[src/rtl/alu_pipe.sv]
// RV32I OP/OP-IMM execute unit with a registered result and valid/ready on both sides.
// Define ALU_MDU_EN to build the iterative M-extension multiply/divide unit (ITER state).
module alu_pipe #(
  parameter int XLEN = 32
) (
  input  logic            clk,
  input  logic            rst_n,
  input  logic            in_valid,
  output logic            in_ready,
  input  logic            alu_sel,
  input  logic [2:0]      funct3,
  input  logic [6:0]      funct7,
  input  logic [XLEN-1:0] x,
  input  logic [XLEN-1:0] y,
  output logic            out_valid,
  input  logic            out_ready,
  output logic [XLEN-1:0] out,
  output logic            illegal,
  output logic [1:0]      dbg_state_o
);

  localparam int SHAMT_W = $clog2(XLEN);

  localparam logic [1:0] S_IDLE = 2'd0;
  localparam logic [1:0] S_ITER = 2'd1;
  localparam logic [1:0] S_RESP = 2'd2;

  // Handshake: a transfer happens on a rising edge where valid & ready are both 1;
  // the producer holds its payload stable while valid is high and ready is low.
  logic [1:0]      state_q, state_d;
  logic [XLEN-1:0] out_q, out_d;
  logic            illegal_q, illegal_d;
  logic            accept;
  logic            is_mdu;
  logic            mdu_done;
  logic [XLEN-1:0] mdu_res;

  logic [SHAMT_W-1:0] shamt;
  logic [XLEN-1:0]    base_res;
  logic               base_ill;

  assign shamt     = y[SHAMT_W-1:0];
  assign in_ready  = (state_q == S_IDLE) || ((state_q == S_RESP) && out_ready);
  assign accept    = in_valid && in_ready;
  assign out_valid = (state_q == S_RESP);
  assign out       = out_q;
  assign illegal   = illegal_q;
  assign dbg_state_o = state_q;

  // In immediate form funct7 is part of the immediate except for the shift ops.
  always_comb begin
    base_res = '0;
    base_ill = 1'b0;
    case (funct3)
      3'b000: begin
        if (alu_sel || funct7 == 7'h00)  base_res = x + y;
        else if (funct7 == 7'h20)        base_res = x - y;
        else                             base_ill = 1'b1;
      end
      3'b001: begin
        if (funct7 == 7'h00) base_res = x << shamt;
        else                 base_ill = 1'b1;
      end
      3'b010: begin
        if (alu_sel || funct7 == 7'h00) base_res = {{(XLEN-1){1'b0}}, ($signed(x) < $signed(y))};
        else                            base_ill = 1'b1;
      end
      3'b011: begin
        if (alu_sel || funct7 == 7'h00) base_res = {{(XLEN-1){1'b0}}, (x < y)};
        else                            base_ill = 1'b1;
      end
      3'b100: begin
        if (alu_sel || funct7 == 7'h00) base_res = x ^ y;
        else                            base_ill = 1'b1;
      end
      3'b101: begin
        if (funct7 == 7'h00)      base_res = x >> shamt;
        else if (funct7 == 7'h20) base_res = $unsigned($signed(x) >>> shamt);
        else                      base_ill = 1'b1;
      end
      3'b110: begin
        if (alu_sel || funct7 == 7'h00) base_res = x | y;
        else                            base_ill = 1'b1;
      end
      default: begin
        if (alu_sel || funct7 == 7'h00) base_res = x & y;
        else                            base_ill = 1'b1;
      end
    endcase
    if (base_ill) base_res = '0;
  end

`ifdef ALU_MDU_EN
  localparam logic [SHAMT_W:0] CNT_LAST = (SHAMT_W+1)'(XLEN);

  logic [2*XLEN-1:0] acc_q, acc_d;
  logic [XLEN-1:0]   opb_q, opb_d;
  logic [SHAMT_W:0]  cnt_q, cnt_d;
  logic [2:0]        op_q, op_d;
  logic              qneg_q, qneg_d;
  logic              rneg_q, rneg_d;

  logic              signed_x, signed_y, x_neg, y_neg;
  logic [XLEN-1:0]   x_mag, y_mag;
  logic [XLEN:0]     mul_sum;
  logic [2*XLEN-1:0] mul_next, div_next, prod;
  logic [XLEN:0]     div_sh, div_diff;
  logic [XLEN-1:0]   quo, rem;

  assign is_mdu   = !alu_sel && (funct7 == 7'h01);
  assign mdu_done = (cnt_q == CNT_LAST);

  assign signed_y = (funct3 == 3'b000) || (funct3 == 3'b001) ||
                    (funct3 == 3'b100) || (funct3 == 3'b110);
  assign signed_x = signed_y || (funct3 == 3'b010);
  assign x_neg    = signed_x && x[XLEN-1];
  assign y_neg    = signed_y && y[XLEN-1];
  assign x_mag    = x_neg ? -x : x;
  assign y_mag    = y_neg ? -y : y;

  // acc holds {high product, multiplier} for multiply and {remainder, quotient} for divide.
  assign mul_sum  = {1'b0, acc_q[2*XLEN-1:XLEN]} + ({1'b0, opb_q} & {(XLEN+1){acc_q[0]}});
  assign mul_next = {mul_sum, acc_q[XLEN-1:1]};
  assign div_sh   = acc_q[2*XLEN-1:XLEN-1];
  assign div_diff = div_sh - {1'b0, opb_q};
  assign div_next = div_diff[XLEN] ? {div_sh[XLEN-1:0], acc_q[XLEN-2:0], 1'b0}
                                   : {div_diff[XLEN-1:0], acc_q[XLEN-2:0], 1'b1};

  // Divide by zero leaves quotient all ones and remainder |x|; qneg is held low for it
  // so the remainder sign fix-up alone restores x.
  assign prod = qneg_q ? -acc_q : acc_q;
  assign quo  = qneg_q ? -acc_q[XLEN-1:0] : acc_q[XLEN-1:0];
  assign rem  = rneg_q ? -acc_q[2*XLEN-1:XLEN] : acc_q[2*XLEN-1:XLEN];

  always_comb begin
    case (op_q)
      3'b000:                 mdu_res = prod[XLEN-1:0];
      3'b001, 3'b010, 3'b011: mdu_res = prod[2*XLEN-1:XLEN];
      3'b100, 3'b101:         mdu_res = quo;
      default:                mdu_res = rem;
    endcase
  end

  always_comb begin
    acc_d  = acc_q;
    opb_d  = opb_q;
    cnt_d  = cnt_q;
    op_d   = op_q;
    qneg_d = qneg_q;
    rneg_d = rneg_q;
    if (accept && is_mdu) begin
      acc_d  = {{XLEN{1'b0}}, x_mag};
      opb_d  = y_mag;
      cnt_d  = '0;
      op_d   = funct3;
      qneg_d = (x_neg ^ y_neg) && (!funct3[2] || (y != '0));
      rneg_d = x_neg;
    end else if (state_q == S_ITER && !mdu_done) begin
      acc_d = op_q[2] ? div_next : mul_next;
      cnt_d = cnt_q + 1'b1;
    end
  end

  always_ff @(posedge clk or negedge rst_n) begin
    if (!rst_n) begin
      acc_q  <= '0;
      opb_q  <= '0;
      cnt_q  <= '0;
      op_q   <= '0;
      qneg_q <= 1'b0;
      rneg_q <= 1'b0;
    end else begin
      acc_q  <= acc_d;
      opb_q  <= opb_d;
      cnt_q  <= cnt_d;
      op_q   <= op_d;
      qneg_q <= qneg_d;
      rneg_q <= rneg_d;
    end
  end
`else
  assign is_mdu   = 1'b0;
  assign mdu_done = 1'b0;
  assign mdu_res  = '0;
`endif

  always_comb begin
    state_d   = state_q;
    out_d     = out_q;
    illegal_d = illegal_q;
    case (state_q)
      S_ITER: begin
        if (mdu_done) begin
          state_d   = S_RESP;
          out_d     = mdu_res;
          illegal_d = 1'b0;
        end
      end
      default: begin
        if (accept) begin
          if (is_mdu) begin
            state_d = S_ITER;
          end else begin
            state_d   = S_RESP;
            out_d     = base_res;
            illegal_d = base_ill;
          end
        end else if (state_q == S_RESP && out_ready) begin
          state_d = S_IDLE;
        end
      end
    endcase
  end

  always_ff @(posedge clk or negedge rst_n) begin
    if (!rst_n) begin
      state_q   <= S_IDLE;
      out_q     <= '0;
      illegal_q <= 1'b0;
    end else begin
      state_q   <= state_d;
      out_q     <= out_d;
      illegal_q <= illegal_d;
    end
  end

endmodule

[config.mk]
export PLATFORM = sky130hd
export DESIGN_NAME = alu_pipe
export DESIGN_NICKNAME = d
export VERILOG_FILES = /design/src/rtl/alu_pipe.sv
export SDC_FILE = /design/constraint.sdc
export NUM_CORES = 1
export LEC_CHECK = 0
export CAP_MARGIN = 30
export CORE_ASPECT_RATIO = 1.25
export CORE_MARGIN = 4
export CORE_UTILIZATION = 59
export DETAILED_ROUTE_END_ITERATION = 8
export HOLD_SLACK_MARGIN = 0.06
export MAX_ROUTING_LAYER = met4
export PLACE_DENSITY_LB_ADDON = 0.05
export SYNTH_ARGS = -nofsm -noshare
export SYNTH_HDL_FRONTEND = slang
export SYNTH_SLANG_ARGS = --single-unit
[constraint.sdc]
create_clock -name clk -period 2.5 [get_ports clk]
set_clock_uncertainty 0.2 [all_clocks]
set_input_delay 0.375 -clock clk [delete_from_list [all_inputs] [get_ports clk]]
set_output_delay 0.375 -clock clk [all_outputs]
set_load 0.05 [all_outputs]
==> results by group, run 1 <==
Status
  • Status: did not finish
  • Last step reached: clock tree synthesis (4_1_cts)
  • First Error: [ERROR DPL-0033] detailed placement checks failed during check placement.

Clock network
  • CTS resizes: between 400 and 500
  • Num CTS Buffers: 5
  • H-tree Lvls: 2
  • Setup Buffers After CTS: between 50 and 60
  • Root Driver: clkbuf_16
  • Clock Sinks: 34
  • Clock tree buffer depth: 2
  • CTS Hold Bufs: 1

Yosys
  • Leading area contributor after synthesis: ha_1
  • Most frequent cell after synthesis: a21oi_1
  • Post-synth top cells: a21oi_1, nor2_1, o21ai_0, nand2_1, ha_1
  • Synth top area cells: ha_1, mux4_2, dfrtp_1
  • Warnings from Yosys: 0
  • Mapped Cells: 1402
  • Mapped Area: between 0.01 and 0.015 mm^2
  • Yosys top cell area share: 0.126
  • Synth Register Bits: 34
  • Synthesized area per cell: between 7 and 8 um^2
  • Sequential cell area fraction in the yosys report: 0.0821
  • FFs w/ async S/R, synth: 1.00
  • Main synth FF type: dfrtp_1
  • Post-synthesis cell type count: 83
  • Number of synthesized flops with an enable pin: 0
  • Syn nets: about 1600

Placed design
  • Final GP Congestion: between 1 and 1.5
  • Post-place setup slack: -1.54 ns
  • Post-DP HPWL: 42500 um
  • # port buffers: 114

Floorplan
  • Die Ht: around 160 um
  • Std cell rows: between 50 and 60
  • Initial Util: 0.608
  • Ports: roughly 120
  • Die width: around 130 um
-- through the flow --
step           cells  cell area (um^2)  utilization  TNS, ns
3_3_place_gp    2102             15100        0.884   -32.08
2_1_floorplan   1402             10700            -   -12.50
3_5_place_dp    2102             15100        0.884   -35.58
-- logic make-up after synthesis --
logic type                 synth area share
adders and majority gates             0.129
xor gates and xnor gates             0.0186
buffers and inverters                0.0849
AOI/OAI and AO/OA                     0.343
muxes                                 0.175
and+or+nand+nor                       0.166
DFF                                  0.0821
other                              0.000362
==> run 2, diff against run 1 <==
- CORE_ASPECT_RATIO: 1.25 -> not set
- CORE_UTILIZATION: 59 -> 40
- HOLD_SLACK_MARGIN: 0.06 -> not set
- MAX_ROUTING_LAYER: met4 -> not set
- PLACE_DENSITY_LB_ADDON: 0.05 -> 0.15
==> run 2 against run 1 <==
Against the previous run:
- the flow now finishes, with violations (hold timing, setup timing)
- synthesized cell count stayed put
- area after synthesis stayed put
==> results by group, run 2 <==
Status
  • Violations in the final reports: hold timing, setup timing
  • Status: finished, violations left

Global route
  • Total track usage: 0.376
  • Pin count of the biggest net entering global routing: just under 70
  • First-pass GRT wire length: slightly above 80000 um
  • Vias in the first global route: ~14000
  • Antenna violations before repair: 0
  • Global route total overflow: 0

STA
  • Worst hold slack: -0.00758 ns
  • Slew Viols, Final: 0
  • # setup viols final: 32
  • Hold violation total from the final report: 7
  • Slew @ Worst Pin: between 0.9 and 1 ns
  • Fin crit share: 1.27
  • RSZ-0062 raised after global routing: yes
  • Min Tclk post-route: about 3.2 ns
  • Worst setup margin: -0.664 ns
  • Slew Limit Headroom: 0.375
  • Maximum clock rate: approximately 0.32 GHz

Power
  • Power share of the clock group: 0.120
  • Internal: ~0.0029 W
  • Worst vdd ir: about 470 uV
  • PwrDens: slightly above 300 mW/mm^2
  • Sw frac: 0.463
  • Sequential share of power: 0.113
  • Combinational power share: 0.766
  • NetSw: between 0.002 and 0.003 W
  • Tot Pwr: between 0.005 and 0.006 W
  • Pleak: approximately 8 nW

Clock network
  • Clock Sinks: 34 (unchanged)
  • Clock tree buffer depth: 2 (unchanged)
  • H-tree Lvls: 2 (unchanged)
  • Latest clock arrival within the worst-skew pair: 0.28 ns
  • Root Driver: clkbuf_16
  • Num CTS Buffers: 5 (unchanged)
  • CTS Hold Bufs: 0 (-1)
  • CTS tree: built
  • Worst-path clk slew: ~0.06 ns

Floorplan
  • Area of the core: between 0.02 and 0.03 mm^2
  • Std cell rows: 58 (+9.4%)
  • Ports: 116 (unchanged)
  • Initial Util: 0.409 (-0.199)
  • DIE AREA: about 0.029 mm^2
  • Die Ht: 169 um (+8.2%)
  • Die width: 169 um (+34%)

Setup path
  • Reg2Reg Setup Slack: roughly 0.30 ns
  • Worst Setup SP: y[0]
  • Worst EP required: 2.47 ns
  • CP startpoint kind: input port
  • RR Startpoint: dbg_state_o[1]
  • Reg2Reg Depth: 9
  • Critical Path End Type: flip-flop
  • Crit Path Class: input port to flip-flop
  • FF-to-FF End: out[29]
  • Worst EP arrival: approximately 3.1 ns
  • Crit Path Max Fanout: 3
  • Worst Setup EP: out[28]

Yosys
  • Number of synthesized flops with an enable pin: 0 (unchanged)
  • Post-synthesis cell type count: 83 (unchanged)
  • Mapped Cells: 1402 (unchanged)
  • Warnings from Yosys: 0 (unchanged)
  • Sequential cell area fraction in the yosys report: 0.0821 (unchanged)
  • Main synth FF type: dfrtp_1
  • Synthesized area per cell: 7.39 um^2 (unchanged)
  • Synth top area cells: ha_1, mux4_2, dfrtp_1
  • Synth Register Bits: 34 (unchanged)
  • Mapped Area: 0.0104 mm^2 (unchanged)
  • Post-synth top cells: a21oi_1, nor2_1, o21ai_0, nand2_1, ha_1
  • FFs w/ async S/R, synth: 1.00 (unchanged)
  • Syn nets: 1587 (unchanged)
  • Most frequent cell after synthesis: a21oi_1
  • Yosys top cell area share: 0.126 (unchanged)
  • Leading area contributor after synthesis: ha_1

Route
  • Number of remaining DRC errors: 0
  • Avg WL per Cell: about 24 um
  • Via count: 14448
  • Final antenna-violating net count: 0
  • Drt initial violations: between 1500 and 2000
  • DRT Wirelength: 56500 um
  • DR vias/cell: 6.20
  • DRT Pass-1 Iters: 6

Cells and area
  • Most common cell after layout, fill and taps aside: buf_4
  • Layout Nets: between 2000 and 2500
  • N_diodes: 0
  • Most frequent cells in the layout: buf_4, a21oi_1, nor2_1
  • Area growth, synth to finish: 74.3%
  • Final instance area: around 0.018 mm^2
  • Max reg flops: 32
  • Non-Filler Instances: about 2300
  • Share of layout cells above drive strength 1: 0.492

Placed design
  • Dpl cell area: 0.0155 mm^2 (+3.0%)
  • Final GP Congestion: 1.03 (-14%)
  • Post-DP HPWL: 44000 um (+3.6%)
  • Placed insts: 2254 (+7.2%)
  • # port buffers: 114 (unchanged)

Min path
  • Worst min-delay path class: input port to async pin

Flow run
  • MaxCap Viol Count: 0
## run 2: worst min-delay path by stage
stage	from	to	slack (ns)	depth (start not counted)
after global routing	rst_n	out[2]	0.06	1
after floorplan	rst_n	dbg_state_o[1]	-0.12	0
after CTS	rst_n	out[2]	0.02	1
after detailed placement	out[16]	out[16]	0.27	2
final	rst_n	out[6]	-0.008	1
after global placement	out[5]	out[5]	0.26	1
## run 2: metrics by stage
stage / setup slack, ns / utilization / TNS, ns
3_5_place_dp: -1.49 / 0.613 / -35.54
4_1_cts: -0.686 / 0.679 / -13.36
6_report: -0.664 / 0.713 / -15.10
2_1_floorplan: -0.799 / - / -12.50
3_3_place_gp: -1.43 / 0.613 / -34.45
5_1_grt: -0.727 / 0.713 / -17.15
## run 2: timing repair
item	in CTS	in global routing
cloned	2	0
gates resized for setup	389	174
setup buffers	47	29
setup endpoints to repair	32	32
pin swaps	101	93
## run 2: kinds of logic after synthesis
family | Yosys count | synth area share
buffers and inverters | 206 | 0.0849
flip-flops | 34 | 0.0821
other | 1 | 0.000362
AND/OR/NAND/NOR | 374 | 0.166
multiplexers | 115 | 0.175
adder cells (fa/ha/maj) | 106 | 0.129
XOR/XNOR | 22 | 0.0186
AO/OA/AOI/OAI | 544 | 0.343
## run 2: area by class of cell
cell class / count / area (um^2)
clock buffers: 6 / 139
clock inverters: 2 / 12.5
fillers: 2045 / 7260
inverters: 93 / 373
multi-input cells: 1162 / 10500
flip-flops and latches: 34 / 851
well taps: 330 / 413
repair buffers: 703 / 5800
## run 2: power groups by stage
stage          Combinational [W]  Clock [W]  Sequential (W)
2_1_floorplan            0.00159          0        0.000780
3_3_place_gp             0.00338          0        0.000628
3_5_place_dp             0.00340          0        0.000630
4_1_cts                  0.00380   0.000666        0.000621
5_1_grt                  0.00438   0.000684        0.000627
6_report                 0.00419   0.000656        0.000620
## run 2: critical path: stages
cell,delay (ns)
buf_8,0.10
ha_4,0.15
fa_2,0.39
a211oi_4,0.32
o21ai_4,0.10
a31oi_4,0.24
a2111oi_4,0.11
o211ai_1,0.30
a31oi_2,0.16
o2111ai_2,0.23
mux2_4,0.32
a221o_1,0.31
## run 2: per-layer routing
| layer | wire length [um] | GRT usage | up-vias |
|---|---|---|---|
| met5 | 0 | 0 | - |
| met4 | 2270 | 0.124 | 0 |
| met3 | 6880 | 0.105 | 158 |
| met2 | 24200 | 0.561 | 929 |
| met1 | 23100 | 0.526 | 6890 |
| li1 | - | - | 6471 |
No activity file was read; power rests on OpenSTA's default activity.
==> run 3, diff against run 2 <==
- SETUP_SLACK_MARGIN: not set -> 0.02
- SLEW_MARGIN: not set -> 15
==> run 3 against run 2 <==
Against the previous run:
- core utilization rose by 0.19 points
- sequential power barely moved
- die area did not move
- the flow finishes with violations (setup timing)
- sequential share of layout area barely moved
- clock power rose by 2%
- flip-flop and latch count did not move
- routed wire length rose by 2.9%
- register-to-register slack got worse by 0.30 ns
- hold slack improved by 0.29 ns
==> results by group, run 3 (synthesis results as in run 2) <==
Clock network
  • Root Driver: clkbuf_16
  • Latest clock arrival within the worst-skew pair: 0.28 ns (about the same)
  • Num CTS Buffers: 5 (unchanged)
  • CTS tree: built
  • Clock tree buffer depth: 2 (unchanged)
  • Worst-path clk slew: 0.06 ns (about the same)
  • H-tree Lvls: 2 (unchanged)
  • Clock Sinks: 34 (unchanged)

STA
  • RSZ-0062 raised after global routing: yes
  • Slew @ Worst Pin: 0.822 ns (-0.115 ns)
  • # setup viols final: 32 (unchanged)
  • Slew Viols, Final: 0 (unchanged)
  • Slew Limit Headroom: 0.452 (+0.0766)
  • Worst setup margin: -0.737 ns (-0.0723 ns)
  • Hold violation total from the final report: 0 (-7)
  • Min Tclk post-route: 3.24 ns (+0.0723 ns)
  • Maximum clock rate: 0.309 GHz (-2.2%)
  • Fin crit share: 1.29 (+0.0289)
  • Final TNS setup: -13.70 ns (+1.40 ns)

Setup path
  • Reg2Reg Depth: 8 (-1)
  • Worst EP required: 2.48 ns (about the same)
  • Max incr delay on CP: 0.39 ns (about the same)
  • CP cell instances: buf_8, ha_4, fa_2, a211oi_4, o21ai_2, a31oi_4, a2111oi_4, o211ai_1, a31oi_2, o2111ai_2, mux2_4, a221o_1
  • Crit path max-delay family: compound AO/OA/AOI/OAI gates
  • CP startpoint kind: input port
  • CP max stage cell: fa_2
  • Reg2Reg Setup Slack: 0 ns (-0.30 ns)
  • Crit Path Class: input port to flip-flop
  • Worst EP arrival: 3.21 ns (+0.08 ns)
  • Critical Path End Type: flip-flop
  • Buf+Inv Stages, Crit Path: 1 (unchanged)
  • Crit Path Max Fanout: 3 (unchanged)
  • FF-to-FF End: out[30]
  • RR Startpoint: dbg_state_o[1]

Cells and area
  • Footprint of the multi-input gates: 0.0102 mm^2 (-2.4%)
  • Reg area: 852 um^2 (+0.15%)
  • Area growth, synth to finish: 74.8%
  • Most frequent cells in the layout: buf_4, a21oi_1, nor2_1
  • Layout Nets: 2209 (+1.1%)
  • Most common cell after layout, fill and taps aside: buf_4
  • Share of layout cells above drive strength 1: 0.487 (-0.00509)
  • Non-Filler Instances: 2355 (+1.1%)
  • N_diodes: 0 (unchanged)
  • Max reg flops: 32 (unchanged)
  • FILL cells: 2039 (-0.29%)
  • Util after Layout: 0.715 (+0.00193)

Global route
  • Pin count of the biggest net entering global routing: 59 (-14%)
  • First-pass GRT wire length: 86100 um (+3.6%)
  • Vias in the first global route: 14055 (+2.1%)
  • Global route total overflow: 0 (unchanged)
  • Antenna violations before repair: 0 (unchanged)
  • Total track usage: 0.390 (+0.0133)

Min path
  • Hold depth: 2
  • Hold Path End: out[22]
  • Worst min-delay path class: flip-flop to flip-flop
  • Worst Hold Launch: out[22]

Route
  • DRT Pass-1 Iters: 5 (-1)
  • DR vias/cell: 6.22 (+0.38%)
  • Drt initial violations: 1832 (+8.4%)
  • Number of remaining DRC errors: 0 (unchanged)
  • Avg WL per Cell: 24.7 um (+1.8%)
  • DRT Wirelength: 58100 um (+2.9%)
  • Via count: 14659 (+1.5%)
  • Final antenna-violating net count: 0 (unchanged)

Placed design
  • Post-DP HPWL: 45100 um (+2.5%)
  • Placed insts: 2272 (+0.80%)
  • Post-place setup slack: -1.59 ns (-0.0995 ns)
  • Final GP Congestion: 1.03 (+0.37%)
  • # port buffers: 114 (unchanged)

Status
  • Status: finished, violations left
  • Violations in the final reports: setup timing

Power
  • PwrDens: 302 mW/mm^2 (about the same)
  • Pleak: 8.17 nW (+1.7%)
  • Worst vdd ir: 439 uV (-6.1%)

Floorplan
  • Area of the core: 0.0253 mm^2 (unchanged)
  • DIE AREA: 0.0285 mm^2 (unchanged)
  • Die Ht: 169 um (unchanged)
  • Std cell rows: 58 (unchanged)
  • Die width: 169 um (unchanged)
  • Ports: 116 (unchanged)
  • Initial Util: 0.409 (unchanged)

Flow run
  • MaxCap Viol Count: 0 (unchanged)
## run 3: cell count changes in the layout (fill, tap and decap cells not counted), sizes merged
cell and change:
clkdlybuf4s50 -2, bufbuf -1, buf +27, dlygate4sd3 +1, dlygate4sd2 +2, clkbuf -4, clkdlybuf4s15 +2
## run 3: per-stage QoR
stage	hold slack (ns)	power (W)	area [um^2]
after floorplan	-0.121	0.00237	10700
after global placement	0.179	0.00408	15700
final	0.280	0.00548	18100
after global routing	0.306	0.00570	18100
after CTS	0.282	0.00517	17500
after detailed placement	0.181	0.00410	15700
## run 3: area by class of cell
| class | instances | area share |
|---|---|---|
| clock buffers | 6 | 0.00767 |
| clock inverters | 2 | 0.000691 |
| inverters | 93 | 0.0210 |
| multi-input cells | 1162 | 0.564 |
| flip-flops and latches | 34 | 0.0470 |
| well taps | 330 | 0.0228 |
| repair buffers | 728 | 0.336 |
## run 3: metal layers
metal | vias up | global-route usage | share of wire
li1 | 6522 | - | -
met4 | 0 | 0.132 | 0.044
met3 | 157 | 0.0631 | 0.11
met1 | 7023 | 0.566 | 0.42
met2 | 957 | 0.587 | 0.43
met5 | - | 0 | 0
## run 3: power by group
group	internal, W	total [W]	switching, W
registers	0.000594	0.000621	0.0000274
logic	0.00196	0.00419	0.00223
clock network	0.000395	0.000666	0.000271
total	0.00295	0.00548	0.00253
## run 3: worst max path at each step
stage / endpoint / cells past startpoint / start / slack [ns]
6_report: out[28] / 12 / y[0] / -0.74
5_1_grt: out[28] / 12 / y[0] / -0.79
4_1_cts: out[28] / 12 / y[0] / -0.71
3_5_place_dp: out[28] / 12 / x[0] / -1.59
3_3_place_gp: out[28] / 12 / x[0] / -1.45
2_1_floorplan: out[28] / 15 / y[2] / -0.80
## run 3: worst min-delay path, cell delays in order (launching register included)
cell	delay (ns)
dfrtp_1	0.34
nand2_1	0.05
o31ai_1	0.05
## run 3: what timing repair did
| action | CTS | global route |
|---|---|---|
| hold buffers | 1 | 0 |
| resized for setup | 421 | 127 |
| cloned | 1 | 0 |
| setup buffers | 52 | 29 |
| pin swaps | 114 | 89 |
| endpoints found under the hold margin | 21 | 0 |
| setup endpoints to repair | 32 | 32 |
